File: src/rtl/conv_window_feeder_if.sv
`default_nettype none
// ============================================================================
// Module   : conv_window_feeder_if
// Brief    : Bundles the stream, ConvUnit and result signals of the window feeder.
// Revision : 1.0 - initial release
// ============================================================================
interface conv_window_feeder_if #(
  parameter int DATA_WIDTH = 16,
  parameter int N          = 25
);
  logic                    in_valid;
  logic [DATA_WIDTH-1:0]   in_data;
  logic                    in_ready;
  logic [N*DATA_WIDTH-1:0] image;
  logic                    cu_reset;
  logic                    cu_done;
  logic [DATA_WIDTH-1:0]   cu_result;
  logic                    out_valid;
  logic [DATA_WIDTH-1:0]   out_data;
  logic                    out_ready;

  // master = surrounding environment (upstream, ConvUnit, downstream)
  modport master (
    output in_valid, in_data, cu_done, cu_result, out_ready,
    input  in_ready, image, cu_reset, out_valid, out_data
  );

  modport slave (
    input  in_valid, in_data, cu_done, cu_result, out_ready,
    output in_ready, image, cu_reset, out_valid, out_data
  );
endinterface
`default_nettype wire

File: src/rtl/conv_window_feeder.sv
`default_nettype none
// ============================================================================
// Module   : conv_window_feeder
// Brief    : Packs a serial FP16 stream into a ConvUnit window, sequences the
//            unit through its reset and returns the result on a valid/ready port.
// Revision : 1.0 - initial release
// ============================================================================
module conv_window_feeder #(
  parameter int DATA_WIDTH = 16,
  parameter int Depth      = 1,
  parameter int Size       = 5
) (
  input wire clk,
  input wire reset,
  conv_window_feeder_if.slave bus
);
  localparam int c_N  = Depth * Size * Size;
  localparam int c_CW = $clog2(c_N + 1);
  localparam logic [c_CW-1:0] c_FULL = c_CW'(c_N);
  localparam logic [c_CW-1:0] c_LAST = c_CW'(c_N - 1);

  typedef enum logic [0:0] {
    LOAD = 1'b0,
    RUN  = 1'b1
  } state_t;

  state_t                    r_state;
  logic [c_CW-1:0]           r_cnt;
  logic [c_N*DATA_WIDTH-1:0] r_image;
  logic                      r_out_valid;
  logic [DATA_WIDTH-1:0]     r_out_data;
  logic                      r_cu_reset;

  logic w_in_ready;
  logic w_accept;
  logic w_complete;
  logic w_slot_free;

  always_comb begin
    w_in_ready  = (r_state == LOAD) && (r_cnt != c_FULL);
    w_accept    = w_in_ready && bus.in_valid;
    w_complete  = (r_cnt == c_FULL) || ((r_cnt == c_LAST) && w_accept);
    // Launch only when the result register will be free by the time we capture
    w_slot_free = !r_out_valid || bus.out_ready;
  end

  always_ff @(posedge clk or posedge reset) begin
    if (reset) begin
      r_state     <= LOAD;
      r_cnt       <= '0;
      r_image     <= '0;
      r_out_valid <= 1'b0;
      r_out_data  <= '0;
      r_cu_reset  <= 1'b1;
    end else begin
      if (r_out_valid && bus.out_ready) begin
        r_out_valid <= 1'b0;
      end
      case (r_state)
        LOAD: begin
          r_cu_reset <= 1'b1;
          if (w_accept) begin
            // First word lands in the MSBs, last word in the LSBs
            for (int k = 0; k < c_N; k++) begin
              if (r_cnt == c_CW'(k)) begin
                r_image[(c_N-k)*DATA_WIDTH-1 -: DATA_WIDTH] <= bus.in_data;
              end
            end
            r_cnt <= r_cnt + c_CW'(1);
          end
          if (w_complete && w_slot_free) begin
            r_state    <= RUN;
            r_cu_reset <= 1'b0;
            r_cnt      <= '0;
          end
        end
        RUN: begin
          if (bus.cu_done) begin
            r_out_data  <= bus.cu_result;
            r_out_valid <= 1'b1;
            r_cu_reset  <= 1'b1;
            r_state     <= LOAD;
          end
        end
        default: r_state <= LOAD;
      endcase
    end
  end

  assign bus.in_ready  = w_in_ready;
  assign bus.image     = r_image;
  assign bus.cu_reset  = r_cu_reset;
  assign bus.out_valid = r_out_valid;
  assign bus.out_data  = r_out_data;
endmodule
`default_nettype wire

File: src/flat_wrapper.sv
// flat-port wrapper written by rule: the top's interface ports become plain ports
module conv_window_feeder_flat 
#(
  parameter int DATA_WIDTH = 16,
  parameter int Depth      = 1,
  parameter int Size       = 5
)
  (clk, reset, bus_in_valid, bus_in_data, bus_cu_done, bus_cu_result, bus_out_ready, bus_in_ready, bus_image, bus_cu_reset, bus_out_valid, bus_out_data);
  conv_window_feeder_if #(.DATA_WIDTH(DATA_WIDTH), .N(((1) * (5) * (5)))) bus_i ();
  input wire clk;
  input wire reset;
  input wire logic [$bits(bus_i.in_valid)-1:0] bus_in_valid;
  input wire logic [$bits(bus_i.in_data)-1:0] bus_in_data;
  input wire logic [$bits(bus_i.cu_done)-1:0] bus_cu_done;
  input wire logic [$bits(bus_i.cu_result)-1:0] bus_cu_result;
  input wire logic [$bits(bus_i.out_ready)-1:0] bus_out_ready;
  output wire logic [$bits(bus_i.in_ready)-1:0] bus_in_ready;
  output wire logic [$bits(bus_i.image)-1:0] bus_image;
  output wire logic [$bits(bus_i.cu_reset)-1:0] bus_cu_reset;
  output wire logic [$bits(bus_i.out_valid)-1:0] bus_out_valid;
  output wire logic [$bits(bus_i.out_data)-1:0] bus_out_data;
  assign bus_i.in_valid = bus_in_valid;
  assign bus_i.in_data = bus_in_data;
  assign bus_i.cu_done = bus_cu_done;
  assign bus_i.cu_result = bus_cu_result;
  assign bus_i.out_ready = bus_out_ready;
  assign bus_in_ready = bus_i.in_ready;
  assign bus_image = bus_i.image;
  assign bus_cu_reset = bus_i.cu_reset;
  assign bus_out_valid = bus_i.out_valid;
  assign bus_out_data = bus_i.out_data;
  conv_window_feeder #(.DATA_WIDTH(DATA_WIDTH), .Depth(Depth), .Size(Size)) u_core (.clk(clk), .reset(reset), .bus(bus_i));
endmodule
File: config.mk
export PLATFORM = sky130hd
export DESIGN_NAME = conv_window_feeder_flat
export DESIGN_NICKNAME = d
export VERILOG_FILES = /design/src/rtl/conv_window_feeder_if.sv /design/src/rtl/conv_window_feeder.sv /design/src/flat_wrapper.sv
export SDC_FILE = /design/constraint.sdc
export NUM_CORES = 1
export LEC_CHECK = 0
export CORE_MARGIN = 2
export CORE_UTILIZATION = 30
export DETAILED_ROUTE_END_ITERATION = 7
export GPL_TIMING_DRIVEN = 0
export PLACE_DENSITY_LB_ADDON = 0.25
export SLEW_MARGIN = 20
export SYNTH_ARGS = -nofsm -noshare
export SYNTH_HDL_FRONTEND = slang
export SYNTH_SLANG_ARGS = --single-unit
export TNS_END_PERCENT = 20
File: constraint.sdc
create_clock -name clk -period 19.8 [get_ports clk]
set_input_delay 3.96 -clock clk [delete_from_list [all_inputs] [get_ports clk]]
set_output_delay 3.96 -clock clk [all_outputs]
set_load 0.1 [all_outputs]
# [Word-level counts from Yosys, hierarchy flattened]
# Index checks and enable logic that the tools add are counted.
[totals] ff_bits=424 in_bits=37 wordCells=107 output_inout_bits=419
[op_classes] n_reduce_logical=37 muxes=11 bitwise_logic=1 add_sub_neg=1 n_eq_ne=27
[ops] operator="$reduce_and 3->1" n=25
[ops] operator="$eq 5x5->1 const B" n=10
[ops] operator="$eq 5x4->1 const B" n=8
[ops] operator="$eq 5x3->1 const B" n=4
[ops] operator="$eq 5x2->1 const B" n=2
[ops] operator="$mux 5" n=2
[ops] operator="$mux 1" n=7
[ops] operator="$add 5x1->5 const B" n=1
[ops] operator="$eq 5x1->1 const B" n=1
[ops] operator="$logic_and 1x1->1" n=5
[ops] operator="$logic_not 5->1" n=1
[ops] operator="$ne 5x5->1 const B" n=1
[ops] operator="$pmux 1 s2" n=2
[ops] operator="$reduce_and 2->1" n=2
[ops] operator="$logic_or 1x1->1" n=2
[ops] operator="$ne 2x2->1 const B" n=1
[ops] operator="$reduce_bool 2->1" n=1
[ops] operator="$logic_not 1->1" n=1
[ops] operator="$not 1->1" n=1

# [Logic depth before layout (Yosys ltp)]
# Gate-level depths: netlist (run 1).
[logic_depth] ltp_word=8 ltp_mapped=8 mapped_depth_nobuf=6

# [Worst setup path after synthesis (run 1)]
# OpenSTA, ideal clock, no wires.
[synth_timing] path_type="reg-to-output" from="register u_core.r_cnt[0]" to="output bus_in_ready" stages_incl_launch_ff=4 arrival_ns=2.474 setup_slack_ns=13.366 t_required_ns=15.840 n_path_buf=1 cell_sequence="dfrtp_1 > ha_1 > clkbuf_1 > a31oi_1"
[synth_between] elab_chain_cells=2
[synth_lines] item="start, declared" line="conv_window_feeder.sv:28" text="logic [c_CW-1:0] r_cnt;"
[synth_lines] item="start signal, assigned" line="conv_window_feeder.sv:69" text="r_cnt <= r_cnt + c_CW'(1);"
[synth_lines] item="$ne 5x5->1" line="conv_window_feeder.sv:40" text="w_in_ready = (r_state == LOAD) && (r_cnt != c_FULL);"
[synth_lines] item="$logic_and 1x1->1" line="conv_window_feeder.sv:40"
[synth_lines] item="end, declared" line="flat_wrapper.sv:17" text="output wire logic [$bits(bus_i.in_ready)-1:0] bus_in_ready;"
# No other way between the ends.

# [Worst setup path in the final report (run 1)]
[layout_timing] from="register u_core.r_cnt[1]" to="output bus_in_ready"
# The elaborated chain is that of the path after synthesis.

==> impl_results.md, run 1 <==
- Yosys reg bits: 424
- Unrepaired setup endpoints after global routing: false
- Syn Inst Count: 983
- Clock Pin Slew Worst Setup and Hold Paths: 0.06 ns
- GR Util met2: 28.8%
- Post_cts resized: 0
- Post-CTS Setup Inserts: 0
- Routed Antenna Nets: 0
- PortBufs: 455
- Final core utilization: 43.9%
- Post-Syn Area: 16,100 um^2
- NumNets Final: 1,533
- Rel. slew slack: 25.0%
- WP data required: 15.84 ns
- Pre-Repair DR Iteration Count: 4
- Die Height: 236 um
- Via-to-Cell Ratio: 4.60
- Max Cap Viol: 0
- Gr busiest metal: met2
- Top Ports: 456
- Area share of the largest cell type after synthesis: 65.7%
- Antenna violations before repair: 2
- Met1 usage: 22.1%
- Seq/Total Area, Yosys: 65.9%
- Area delta synth->final: 44.0%
- # diodes: 0
- Vias in the first global route: 10,900
- Mean post-synth cell area: 16.4 um^2
- CP Max Fanout: 9
- Final Wtd Congestion: 0.762
- DP HPWL: 35,600 um
- Worst skew pair latency: 0.58 ns
- Die area: 55,600 um^2
- Clock Sinks: 424
- Remaining DRCs: 0
- Outcome: finished clean
- Crit end category: output port
- Initial DRC count: 308
- Most frequent cells in the layout: 455 x clkdlybuf4s50_1, 423 x dfrtp_1, 413 x mux2_2, 47 x clkbuf_16, 43 x clkbuf_1
- CTS Buffer Depth: 3
- DIE WIDTH: 236 um
- WP data arrival: 2.90 ns
- Synth unique cells: 33
- Area leader, netlist: dfrtp_1
- Reg2Reg Setup Slack: 17.25 ns
- Commonest non-fill, non-tap cell in the layout: clkdlybuf4s50_1
- Cts hold-fix bufs: 0
- First-pass GRT wire length: 73,100 um
- Hold slack: 0.486 ns
- Total track usage: 17.4%
- Post-Syn Nets: 1,025
- Least-Margin Pin Slew: 1.12 ns
- Wirelength per Cell: 22.0 um
- CTS root buf: clkbuf_16
- H-tree lvl count: 2
- Slew Viols, Final: 0
- Layout cell share with drive strength beyond 1: 35.7%
- CTS tree: yes
- Setup CP Type: flop to output port
- Starting Density: 30.5%
- Period utilization: 34.7%
- Hold Fails Final Rpt: 0
- Minimum clock period: 6.86 ns
- Rows: 84
- GR Util met3: 4.90%
- Peak Freq: 146 MHz
- Yosys warnings: 0
- Layout Skew: 0.0164 ns
- Remaining Overflow, GRT: 0
- Vias: 10,200
- Largest net degree at the start of global routing: 101
- Setup Viol. Count Final: 0
- Setup crit start kind: flop
- Core ar.: 52,900 um^2
- Hold Path Class: flop to flop
- Number of clock buffers inserted by TritonCTS: 47
- Total Wirelength: 48,700 um
- Top cells by area, synth: dfrtp_1 66%, mux2_2 29%, clkbuf_1 0.86%, buf_2 0.75%, ha_1 0.39%
==> worst max-delay path: stages, from the launching register on <==
cell	delay, ns
dfrtp_1	0.39
inv_1	0.09
ha_1	0.18
clkbuf_1	0.21
a31oi_1	0.26
clkdlybuf4s50_1	1.20
==> logic make-up after synthesis <==
family | synth area share, %
multiplexers | 29.1
AO/OA/AOI/OAI | 0.551
buffers and inverters | 2.19
AND/OR/NAND/NOR | 1.88
flip-flops | 65.9
adder cells (fa/ha/maj) | 0.388
==> layer usage <==
| layer | vias to the layer above | wire [um] |
|---|---|---|
| li1 | 4476 | - |
| met1 | 5333 | 21000 |
| met2 | 297 | 23500 |
| met3 | 70 | 2960 |
| met4 | 2 | 1260 |
| met5 | - | 13 |
==> stage by stage <==
step                setup WS, ns  TNS, ns  std cells  cell area (um^2)
global route               12.80        0       2213             23200
CTS                        12.88        0       2213             23200
floorplan                   4.04        0        983             16100
detailed placement         13.56        0       2130             21600
global placement           -1.20  -481.65       2126             21500
finish                     12.94        0       2213             23200
==> path summary, 6_finish.rpt <==
kind                                       start               endpoint  cells after the start
hold / removal             u_core.bus.image[167]  u_core.bus.image[167]                      1
setup / recovery                 u_core.r_cnt[1]           bus_in_ready                      5
max in group asynchronous                  reset  u_core.bus.image[223]                      4
hold reg to reg            u_core.bus.image[167]  u_core.bus.image[167]                      1
setup reg to reg                 u_core.r_cnt[1]  u_core.bus.image[184]                      8
min in group asynchronous                  reset   u_core.bus.image[20]                      2
==> Yosys cell counts, drive strengths merged <==
cell type and n:
dfrtp 423, mux2 416, clkbuf 37, buf 33, nand2 26, a31oi 5, ha 5, inv 5
and3 4, nor2 4, nand2b 3, nor2b 3, nor3b 3, o22ai 2, a21oi 1, a41o 1
and3b 1, dfstp 1, mux2i 1, nand3 1, nand3b 1, nor3 1, nor4 1, o2111ai 1
o21ai 1, o21bai 1, o22a 1, or3 1
==> area by class of cell <==
| type | count | area (um^2) |
|---|---|---|
| fillers | 4789 | 29700 |
| well taps | 688 | 861 |
| repair buffers | 459 | 4660 |
| clock buffers | 69 | 1420 |
| clock inverters | 14 | 140 |
| multi-input cells | 484 | 5150 |
| plain buffers | 70 | 334 |
| inverters | 5 | 26.3 |
| flip-flops and latches | 424 | 10600 |
==> flip-flops by register name, indices dropped and copies added, names as in the netlist <==
| signal | count |
|---|---|
| u_core.bus.cu_reset | 1 |
| u_core.bus.image | 400 |
| u_core.bus.out_data | 16 |
| u_core.bus.out_valid | 1 |
| u_core.r_cnt | 5 |
| u_core.r_state | 1 |
Power of run 1 is not shown: default switching activity piles up to over one toggle a cycle in this logic, so the estimate is an artifact.
==> run 2: changes to the inputs <==
clock period = 6.6 ns   (was 19.8 ns; I/O delays follow)
==> impl_results.md, run 2 (same netlist as run 1, synthesis figures left out) <==
- Outcome: finished clean (unchanged)
- Worst Hold Launch: u_core.bus.image[168] (was u_core.bus.image[167])
- Minimum clock period: 4.22 ns
- Largest net degree at the start of global routing: 37 (was 101)
- CTS root buf: clkbuf_16 (unchanged)
- Rows: 84 (unchanged)
- Hold slack: 0.484 ns (was 0.486 ns)
- Die Height: 236 um (unchanged)
- NumNets Final: 1,545 (was 1,533)
- FF-to-FF path depth: 8 (unchanged)
- CTS tree: yes (unchanged)
- Least-Margin Pin Slew: 1.10 ns (was 1.12 ns)
- Remaining DRCs: 0 (unchanged)
- Period utilization: 63.9%
- Number of clock buffers inserted by TritonCTS: 47 (unchanged)
- Clock Sinks: 424 (unchanged)
- WP data required: 5.28 ns (was 15.84 ns)
- Commonest non-fill, non-tap cell in the layout: clkdlybuf4s50_1 (unchanged)
- Remaining Overflow, GRT: 0 (unchanged)
- Starting Density: 30.5% (unchanged)
- Top Ports: 456 (unchanged)
- Area delta synth->final: 45.5% (was 44.0%)
- DIE WIDTH: 236 um (unchanged)
- Setup CP Type: flop to output port (unchanged)
- Reg2Reg Setup Slack: 4.04 ns (was 17.25 ns)
- DP HPWL: 36,200 um (was 35,600 um)
- Fillcell total: 4,807 (was 4,789)
- Unrepaired setup endpoints after global routing: false (unchanged)
- Core ar.: 52,900 um^2 (unchanged)
- Via-to-Cell Ratio: 4.58 (was 4.60)
- Most frequent cells in the layout: 455 x clkdlybuf4s50_1, 423 x dfrtp_1, 413 x mux2_2, 49 x clkbuf_16, 48 x clkbuf_1 (was 455 x clkdlybuf4s50_1, 423 x dfrtp_1, 413 x mux2_2, 47 x clkbuf_16, 43 x clkbuf_1)
- Cts hold-fix bufs: 0 (unchanged)
- Peak Freq: 237 MHz
- Clock Pin Slew Worst Setup and Hold Paths: 0.06 ns (about the same)
- Vias: 10,200 (about the same)
- Hold Fails Final Rpt: 0 (unchanged)
- Crit Reg-Reg Startpoint: u_core.r_cnt[1] (unchanged)
- Setup crit start kind: flop (unchanged)
- Layout Skew: 0.0151 ns (was 0.0164 ns)
- Antenna violations before repair: 0 (was 2)
- Final core utilization: 44.3% (was 43.9%)
- # diodes: 0 (unchanged)
- Initial DRC count: 327 (was 308)
- Hold Path End: u_core.bus.image[168] (was u_core.bus.image[167])
- Setup Viol. Count Final: 0 (unchanged)
- Reg2Reg Capture Point: u_core.bus.image[180] (was u_core.bus.image[184])
- Die area: 55,600 um^2 (unchanged)
- First-pass GRT wire length: 72,800 um (was 73,100 um)
- H-tree lvl count: 2 (unchanged)
- Layout cell share with drive strength beyond 1: 35.8% (was 35.7%)
- CP Max Fanout: 9 (unchanged)
- PortBufs: 455 (unchanged)
- Routed Antenna Nets: 0 (unchanged)
- WP data arrival: 2.90 ns (about the same)
- Setup TNS: 0 ns (unchanged)
- Post-CTS Setup Inserts: 0 (unchanged)
- Rel. slew slack: 26.1% (was 25.0%)
- Hold Path Class: flop to flop (unchanged)
- Max reg flops: 400 (unchanged)
- Max Cap Viol: 0 (unchanged)
- Total Wirelength: 48,300 um (was 48,700 um)
- Total track usage: 17.3% (was 17.4%)
- Pre-Repair DR Iteration Count: 4 (unchanged)
- Crit end category: output port (unchanged)
- Final Wtd Congestion: 0.770 (was 0.762)
- Worst hold path stage count: 1 (unchanged)
- Wirelength per Cell: 21.7 um (was 22.0 um)
- Worst skew pair latency: 0.57 ns (was 0.58 ns)
- Vias in the first global route: 10,800 (was 10,900)
- Slew Viols, Final: 0 (unchanged)
- CTS Buffer Depth: 3 (unchanged)
- Post_cts resized: 0 (unchanged)
==> run 2: changes by cell type in the layout (fill, tap and decap cells not counted), sizes merged <==
| cell | before | now |
|---|---|---|
| inv | 8 | 4 |
| clkinvlp | 2 | 1 |
| bufinv | 2 | 4 |
| buf | 37 | 49 |
| clkinv | 7 | 8 |
==> run 2: cell type report <==
type	instances	area (um^2)	area share, %
Timing Repair Buffer	471	4910	21.0
Inverter	5	22.5	0.0961
Sequential cell	424	10600	45.3
Tap cell	688	861	3.67
Buffer	70	334	1.43
Clock buffer	69	1390	5.94
Multi-Input combinational cell	484	5150	22.0
Clock inverter	12	160	0.683
==> run 2: how the worst max path moves through the flow <==
| stage | start | end |
|---|---|---|
| 6_report | u_core.r_cnt[1] | bus_in_ready |
| 5_1_grt | u_core.r_cnt[1] | bus_in_ready |
| 2_1_floorplan | reset | u_core.bus.image[0] |
| 3_3_place_gp | reset | u_core.bus.out_data[14] |
| 4_1_cts | u_core.r_cnt[1] | bus_in_ready |
| 3_5_place_dp | u_core.r_cnt[1] | bus_in_ready |
==> run 2: stage by stage <==
| step | cells | instance area, um^2 | worst slack (ns) |
|---|---|---|---|
| after floorplan | 983 | 16100 | -0.441 |
| after global placement | 2126 | 21500 | -3.40 |
| after detailed placement | 2142 | 21900 | 3.00 |
| after CTS | 2223 | 23400 | 2.33 |
| after global routing | 2223 | 23400 | 2.22 |
| final | 2223 | 23400 | 2.38 |
==> run 2: critical path: stages, from the launching register on <==
cell             delay [ns]
dfrtp_1                0.40
inv_1                  0.10
ha_1                   0.18
clkbuf_1               0.21
a31oi_1                0.24
clkdlybuf4s50_1        1.20
==> run 2: layer usage <==
metal	vias to the layer above	GRT usage (%)	routed length [um]
met2	301	28.5	23400
met5	-	0	0
li1	4524	-	-
met4	0	5.48	1290
met3	72	5.23	3190
met1	5280	21.9	20500
Power of run 2 is left out for the same reason.
==> run 3: changes to the inputs <==
clock period = 3.63 ns   (was 6.6 ns; I/O delays follow)
==> impl_results.md, run 3 (same netlist as run 1, synthesis figures left out) <==
- CTS Buffer Depth: 3 (unchanged)
- CP Max Fanout: 9 (unchanged)
- Total Wirelength: 48,300 um (about the same)
- Antenna violations before repair: 0 (unchanged)
- Clock Pin Slew Worst Setup and Hold Paths: 0.06 ns (about the same)
- Rows: 84 (unchanged)
- NumNets Final: 1,545 (unchanged)
- Layout cell share with drive strength beyond 1: 35.8% (unchanged)
- Period utilization: 92.1%
- PortBufs: 455 (unchanged)
- Max reg flops: 400 (unchanged)
- Largest net degree at the start of global routing: 37 (unchanged)
- Remaining DRCs: 0 (unchanged)
- Remaining Overflow, GRT: 0 (unchanged)
- Worst skew pair latency: 0.57 ns (about the same)
- Starting Density: 30.5% (unchanged)
- Crit end category: output port (unchanged)
- Least-Margin Pin Slew: 1.10 ns (unchanged)
- Setup CP Type: flop to output port (unchanged)
- Die area: 55,600 um^2 (unchanged)
- WP data arrival: 2.62 ns (was 2.90 ns)
- Commonest non-fill, non-tap cell in the layout: clkdlybuf4s50_1 (unchanged)
- Most frequent cells in the layout: 454 x clkdlybuf4s50_1, 423 x dfrtp_1, 413 x mux2_2, 49 x clkbuf_16, 48 x clkbuf_1 (was 455 x clkdlybuf4s50_1, 423 x dfrtp_1, 413 x mux2_2, 49 x clkbuf_16, 48 x clkbuf_1)
- Final Wtd Congestion: 0.770 (unchanged)
- Wirelength per Cell: 21.7 um (about the same)
- Peak Freq: 299 MHz
- CTS tree: yes (unchanged)
- Pre-Repair DR Iteration Count: 4 (unchanged)
- Post-Layout Cell Count: 2,223 (unchanged)
- Minimum clock period: 3.34 ns
- FF-to-FF path depth: 8 (unchanged)
- CP max-delay cell: dlygate4sd2_1 (was clkdlybuf4s50_1)
- H-tree lvl count: 2 (unchanged)
- Outcome: finished clean (unchanged)
- Vias in the first global route: 10,800 (unchanged)
- Hold Fails Final Rpt: 0 (unchanged)
- First-pass GRT wire length: 72,800 um (unchanged)
- Initial DRC count: 327 (unchanged)
- Layout Skew: 0.0151 ns (about the same)
- Worst hold path stage count: 1 (unchanged)
- Hold slack: 0.484 ns (unchanged)
- Worst path top cell family by delay: buffers and inverters (unchanged)
- WP data required: 2.90 ns (was 5.28 ns)
- Via-to-Cell Ratio: 4.58 (about the same)
- Final core utilization: 44.3% (about the same)
- Die Height: 236 um (unchanged)
- Setup Viol. Count Final: 0 (unchanged)
- # diodes: 0 (unchanged)
- Number of clock buffers inserted by TritonCTS: 47 (unchanged)
- Total track usage: 17.3% (unchanged)
- Vias: 10,200 (about the same)
- Worst Path Buf+Inv: 3 (unchanged)
- DP Cell Count: 2,142 (unchanged)
- DP HPWL: 36,200 um (unchanged)
- Rel. slew slack: 26.1% (unchanged)
- Clock Sinks: 424 (unchanged)
- DIE WIDTH: 236 um (unchanged)
- Area delta synth->final: 45.5% (about the same)
- Reg2Reg Setup Slack: 1.07 ns (was 4.04 ns)
- Max Cap Viol: 0 (unchanged)
- Critical path, cell by cell: inv_1 -> ha_1 -> clkbuf_1 -> a31oi_1 -> dlygate4sd2_1 (was inv_1 -> ha_1 -> clkbuf_1 -> a31oi_1 -> clkdlybuf4s50_1)
- Routed Antenna Nets: 0 (unchanged)
- Worst path depth: 5 (unchanged)
- Worst stage delay on the critical path: 0.92 ns (was 1.20 ns)
- Top Ports: 456 (unchanged)
- Slew Viols, Final: 0 (unchanged)
- Core ar.: 52,900 um^2 (unchanged)
- Unrepaired setup endpoints after global routing: false (unchanged)
- Setup TNS: 0 ns (unchanged)
- Hold Path Class: flop to flop (unchanged)
- Fillcell total: 4,805 (was 4,807)
- Setup crit start kind: flop (unchanged)
- CTS root buf: clkbuf_16 (unchanged)
-- run 3: worst paths after layout --
path | endpoint | start
max in group asynchronous | u_core.bus.image[251] | reset
min | u_core.bus.image[168] | u_core.bus.image[168]
min in group asynchronous | u_core.bus.image[369] | reset
max reg2reg | u_core.bus.image[180] | u_core.r_cnt[1]
max | bus_in_ready | u_core.r_cnt[1]
min reg2reg | u_core.bus.image[168] | u_core.bus.image[168]
-- run 3: area by class of cell --
class / instances / area (um^2) / share of cell area (%)
repair buffers: 471 / 4910 / 21.0
flip-flops and latches: 424 / 10600 / 45.3
well taps: 688 / 861 / 3.67
clock inverters: 12 / 160 / 0.683
inverters: 5 / 22.5 / 0.0961
clock buffers: 69 / 1390 / 5.94
plain buffers: 70 / 334 / 1.43
multi-input cells: 484 / 5150 / 22.0
-- run 3: per-layer routing --
metal | wire length, um | vias up | global-route usage (%)
met5 | 0 | - | 0
met4 | 1290 | 0 | 5.48
met3 | 3190 | 72 | 5.23
met2 | 23400 | 301 | 28.5
met1 | 20500 | 5277 | 21.9
li1 | - | 4525 | -
-- run 3: repair_timing --
action	4_1_cts	5_1_grt
resized for setup	1	0
hold buffers	0	0
setup buffers	0	0
endpoints found under the setup margin	1	0
-- run 3: worst reg2reg max path: cells and delay by family (launching register included) --
family,cells,cell delay (ns)
fa+ha+maj,1,0.15
buf+inv,4,0.82
simple gates,2,0.71
flops,1,0.42
mux,1,0.35
-- run 3: metrics by stage --
step,setup WS (ns),cell area [um^2]
floorplan,-2.82,16100
global placement,-5.78,21500
detailed placement,0.623,21900
CTS,0.251,23400
global route,0.139,23400
finish,0.288,23400
Power of run 3 is left out for the same reason.
